## src/rtl/stream_capture_pkg.sv

```systemverilog
// Shared types and helpers for the triggered stream capture stage.
package stream_capture_pkg;

    typedef enum logic [1:0] {
        IDLE    = 2'd0,
        ARMED   = 2'd1,
        CAPTURE = 2'd2,
        DONE    = 2'd3
    } state_t;

    localparam int unsigned TS_WIDTH = 64;

    // Record length: zero or anything beyond the BRAM depth means a full-depth record
    function automatic int unsigned clamp_len(input int unsigned n, input int unsigned depth);
        return ((n == 0) || (n > depth)) ? depth : n;
    endfunction

endpackage

```

## src/rtl/stream_capture_edge_detect.sv

```systemverilog
// Rising-edge detector with one cycle of registered history.
module edge_detect (
    input  logic clk,
    input  logic rst,
    input  logic din,
    output logic rise
);

    logic prev;

    // History follows the input even while in reset, so a level held high across reset is not an edge
    always_ff @(posedge clk) begin
        prev <= din;
    end

    assign rise = din & ~prev & ~rst;

endmodule

```

## src/rtl/stream_capture.sv

```systemverilog
// Triggered acquisition stage: arm, wait for trigger, write a fixed-length record to a BRAM write port.
// Optional feature macro: STREAM_CAPTURE_TIMESTAMP_EN adds trig_time and a free-running cycle counter.
module stream_capture
    import stream_capture_pkg::*;
#(
    parameter int unsigned WIDTH      = 32,
    parameter int unsigned ADDR_WIDTH = 10
) (
    input  logic                  clk,
    input  logic                  rst,
    input  logic                  clken,
    input  logic [WIDTH-1:0]      din,
    input  logic                  arm,
    input  logic                  trig,
    input  logic [ADDR_WIDTH:0]   n_samples,
    output logic [ADDR_WIDTH-1:0] bram_addr,
    output logic [WIDTH-1:0]      bram_wdata,
    output logic                  bram_we,
    output logic                  busy,
    output logic                  done,
    output logic [ADDR_WIDTH:0]   count
`ifdef STREAM_CAPTURE_TIMESTAMP_EN
    ,
    output logic [TS_WIDTH-1:0]   trig_time
`endif
);

    localparam int unsigned CW    = ADDR_WIDTH + 1;
    localparam int unsigned DEPTH = 2 ** ADDR_WIDTH;

    state_t        state;
    logic [CW-1:0] len;
    logic          trig_pend;
    logic          arm_p;
    logic          trig_p;
    logic          start;
    logic          take;
    logic          last;

    edge_detect u_arm_edge (
        .clk  (clk),
        .rst  (rst),
        .din  (arm),
        .rise (arm_p)
    );

    edge_detect u_trig_edge (
        .clk  (clk),
        .rst  (rst),
        .din  (trig),
        .rise (trig_p)
    );

    // A sample is accepted on clken once triggered (or while already capturing)
    assign start = (state == ARMED) && clken && (trig_p || trig_pend);
    assign take  = start || ((state == CAPTURE) && clken);
    assign last  = (count + CW'(1)) == len;

    // Capture FSM with registered BRAM write port and status outputs
    always_ff @(posedge clk) begin
        if (rst) begin
            state      <= IDLE;
            len        <= '0;
            trig_pend  <= 1'b0;
            bram_addr  <= '0;
            bram_wdata <= '0;
            bram_we    <= 1'b0;
            busy       <= 1'b0;
            done       <= 1'b0;
            count      <= '0;
        end else begin
            bram_we <= 1'b0;
            case (state)
                IDLE, DONE: begin
                    if (arm_p) begin
                        state     <= ARMED;
                        len       <= CW'(clamp_len(32'(n_samples), DEPTH));
                        count     <= '0;
                        bram_addr <= '0;
                        trig_pend <= 1'b0;
                        busy      <= 1'b1;
                        done      <= 1'b0;
                    end
                end
                ARMED: begin
                    if (!start && trig_p) begin
                        trig_pend <= 1'b1;
                    end
                end
                CAPTURE: begin
                end
                default: begin
                    state <= IDLE;
                    busy  <= 1'b0;
                end
            endcase

            if (take) begin
                bram_we    <= 1'b1;
                bram_wdata <= din;
                bram_addr  <= count[ADDR_WIDTH-1:0];
                count      <= count + CW'(1);
                trig_pend  <= 1'b0;
                if (last) begin
                    state <= DONE;
                    busy  <= 1'b0;
                    done  <= 1'b1;
                end else begin
                    state <= CAPTURE;
                end
            end
        end
    end

`ifdef STREAM_CAPTURE_TIMESTAMP_EN
    logic [TS_WIDTH-1:0] cycle_cnt;

    // Free-running cycle counter; the trigger cycle's count is latched when capture starts
    always_ff @(posedge clk) begin
        if (rst) begin
            cycle_cnt <= '0;
            trig_time <= '0;
        end else begin
            cycle_cnt <= cycle_cnt + TS_WIDTH'(1);
            if (start) begin
                trig_time <= cycle_cnt;
            end
        end
    end
`endif

endmodule

```

## config.mk

```make
export PLATFORM = sky130hd
export DESIGN_NAME = stream_capture
export DESIGN_NICKNAME = d
export VERILOG_FILES = /design/src/rtl/stream_capture_pkg.sv /design/src/rtl/stream_capture_edge_detect.sv /design/src/rtl/stream_capture.sv
export SDC_FILE = /design/constraint.sdc
export NUM_CORES = 1
export LEC_CHECK = 0
export BUFFER_PORTS_ARGS = -buffer_cell sky130_fd_sc_hd__buf_4
export CORE_ASPECT_RATIO = 0.75
export CORE_MARGIN = 8
export CORE_UTILIZATION = 45
export DETAILED_ROUTE_END_ITERATION = 12
export GPL_ROUTABILITY_DRIVEN = 0
export PLACE_DENSITY = 0.73
export SLEW_MARGIN = 40
export SYNTH_ARGS = -nofsm -noshare
export SYNTH_HDL_FRONTEND = slang
export SYNTH_SLANG_ARGS = --single-unit
export TNS_END_PERCENT = 30
```

## constraint.sdc

```tcl
create_clock -name clk -period 4.9 [get_ports clk]
set_input_delay 0 -clock clk [delete_from_list [all_inputs] [get_ports clk]]
set_output_delay 0 -clock clk [all_outputs]
set_load 0.02 [all_outputs]
```

==> results.md <==
* Outcome: complete, no violations
* VDD IR max at 0.2145 mV
* Maximum number of pins on one net before global-route repair at 75
* Rows at 26
* Share of synthesized area occupied by flip-flops and latches at 46.60%
* Total of buffers placed on input and output ports at 103
* Power density relative to cell area at 284.4 nW/um^2
* Largest fanout of any net on the critical path at 28
* Die footprint at 9810 um^2
* Setup TNS Final at 0 ns
* Max-cap violations at 0
* Critical path cell sequence: inv_1 -> ha_1 -> o21ai_0 -> a21oi_4 -> buf_4 -> nor2_1 -> nor2_1 -> a211oi_1
* Post-route worst hold slack at 0.07907 ns
* Wire length of the first global-routing pass at 15240 um
* Initial DRT Pass Iterations at 5
* # nets final at 572
* Root buffer selected by CTS: clkbuf_8
* Minimum clock period after layout at 2.572 ns
* Area Overhead vs Synth at 49.56%
* Cell seen most often among critical-path stages: nor2_1
* Sort of element at the end of the critical path: register
* Largest delay contributor family on the critical path: compound AO/OA/AOI/OAI gates
* Global-route total usage across every layer at 18.93%
* Cell types with the largest area share after synthesis: dfxtp_1 (47%), nand2_1 (11%), a21oi_1 (10%), nor2_1 (3.0%), nand3b_1 (2.7%)
* Unrepaired setup endpoints after global routing: no
* Initial standard-cell utilization of the core at 45.93%
* CTS clk-pin slew, worst paths at 0.08 ns
* Type of the worst setup path: reg2reg
* Number of buffers added for setup after CTS at 0
* Overall die width at 111.7 um
* Headroom to the max-slew limit at 50.85%
* FF+latch count, synth at 72
* Detailed-route vias per instance at 5.300
* Buffers from clock root to sink, at most at 2
* Post-Synthesis Net Count at 438
* Share of post-route cells with drive strength above 1 at 24.38%
* Final HPWL DP at 6047 um
* Mapped Cells at 387
* Critical Path Slowest Stage Cell: nor2_1
* Routed wire length per instance at 15.26 um
* Top library cells by usage in the layout, fill and taps aside: buf_4 (104), nand2_1 (87), dfxtp_1 (72), a21oi_1 (62), dlygate4sd3_1 (50)
* Boundary pin count at 104
* Average footprint of a synthesized cell at 7.992 um^2
* Share of Yosys cell area claimed by the top area cell type at 46.60%
* Static Leakage at 1.804 nW
* Core box area at 6734 um^2
* Class of the worst hold path: in2reg
* Data required time of the critical path at 5.14 ns
* Final clock period utilization by the worst path at 52.48%
* Largest incremental delay on the critical path at 0.49 ns
* Die span in y at 87.80 um
* H-tree Lvls at 3
* Count of buffering cells on the critical path with inverters included at 2
* Netlist area before placement at 3093 um^2
* Library cells used by synthesis at 45
* Number of flops mapped to enable cells by yosys at 0
* Arrival time of data at the critical path endpoint at 2.82 ns
* Max Freq at 0.3889 GHz
* Clock network latency to the later pin of the worst-skew pair at 0.34 ns
* Total grt overflow at 0
* Fraction of registers with async set/reset at 0%
* Via count of the first global-routing pass at 3141
* Post-route DRC at 0
* Clock buffers created by TritonCTS at 9
* Hold Vio Cnt, Final at 0
* Commonest non-fill, non-tap cell in the layout: buf_4
* Count of pins over their slew limit at 0
* Post-route clock skew at 0.008624 ns
* Final setup fails at 0
* Kind of launch point of the worst setup path: register
* Antenna violations before repair at 0
* Warnings from Yosys at 0
* Antenna-violating nets left at 0
* Vias at 3233
* CTS sink cnt at 72
* CTS tree: done
* Total detailed-routing wirelength at 9308 um
* Slew at the pin closest to its max-slew limit at 0.7373 ns
* Area leader, netlist: dfxtp_1
* Drt initial violations at 267
* Top flip-flop cell by instance count after synthesis: dfxtp_1
-- synthesized netlist by cell type (all sizes together) (2+ instances only) --
master / count
a211oi: 3
nand3: 15
ha: 3
o21ai: 11
nor4: 4
nor3: 2
or3: 4
inv: 3
nor4b: 2
nand2: 88
and2: 2
clkbuf: 22
and3: 3
mux2i: 2
xor2: 6
or4: 2
nor3b: 3
xnor2: 5
nor2: 25
nand3b: 11
buf: 9
a21oi: 63
o41ai: 2
a22oi: 5
a31oi: 2
or3b: 2
dfxtp: 72
nand4: 4
-- power breakdown --
| group | internal (mW) | total (mW) | switching, mW |
|---|---|---|---|
| Combinational | 0.0597 | 0.101 | 0.0414 |
| Clock | 0.402 | 0.621 | 0.219 |
| Sequential | 0.590 | 0.594 | 0.00369 |
-- metal layers --
metal  wire (um)  global-route usage (%)  part of all wire [%]
met1        4267                   23.21                    46
met2        4247                   30.81                    46
met3         646                   6.061                   6.9
met4         146                   6.799                   1.6
met5           0                       0                     0
-- worst min-delay path: stages --
cell     delay, ns
buf_4         0.09
nor2_1        0.04
o21ai_0       0.05
nor2b_1       0.15
nor4_1        0.05
-- per-stage QoR --
stage	instances	setup slack [ns]	power [mW]	instance area [um^2]	util (%)
finish	610	2.328	1.315	4626	68.69
global route	609	2.129	1.365	4623	68.65
CTS	609	2.378	1.325	4621	68.62
detailed placement	544	2.289	0.6776	3854	57.23
global placement	544	2.382	0.6762	3847	57.13
floorplan	387	2.712	0.6369	3093	-
-- logic make-up after synthesis --
family,after synthesis,share of synthesized area (%)
and+or+nand+nor,169,25.73
AOI/OAI and AO/OA,96,17.80
DFF,72,46.60
buffers and inverters,34,4.895
xor gates and xnor gates,11,3.115
adders and majority gates,3,1.214
muxes,2,0.6473
-- sequential cells by signal, indices dropped and copies added (netlist names), 2 cells and up --
register / count
bram_addr: 10
bram_wdata: 32
count: 11
len: 11
state: 2
-- area by class of cell --
type | count | area [um^2]
diodes | 1 | 2.502
inverters | 3 | 11.26
flip-flops and latches | 72 | 1441
clock inverters | 5 | 128.9
clock buffers | 10 | 137.6
multi-input cells | 281 | 1518
repair buffers | 154 | 1281
well taps | 84 | 105.1
fillers | 573 | 2108
-- repair_timing --
item	4_1_cts	5_1_grt
hold buffers	50	0
resized for setup	0	0
endpoints found under the hold margin	44	0
-- path summary, 6_finish.rpt --
check	to	slack, ns	from	cells after the start
worst max-delay path	count[10]	2.33	state[1]	8
worst min-delay path	trig_pend	0.08	clken	5
worst min register to register	bram_wdata[4]	0.46	bram_wdata[4]	2
worst max register to register	count[10]	2.33	state[1]	8
Note: power is estimated with default switching activity, not from simulation.
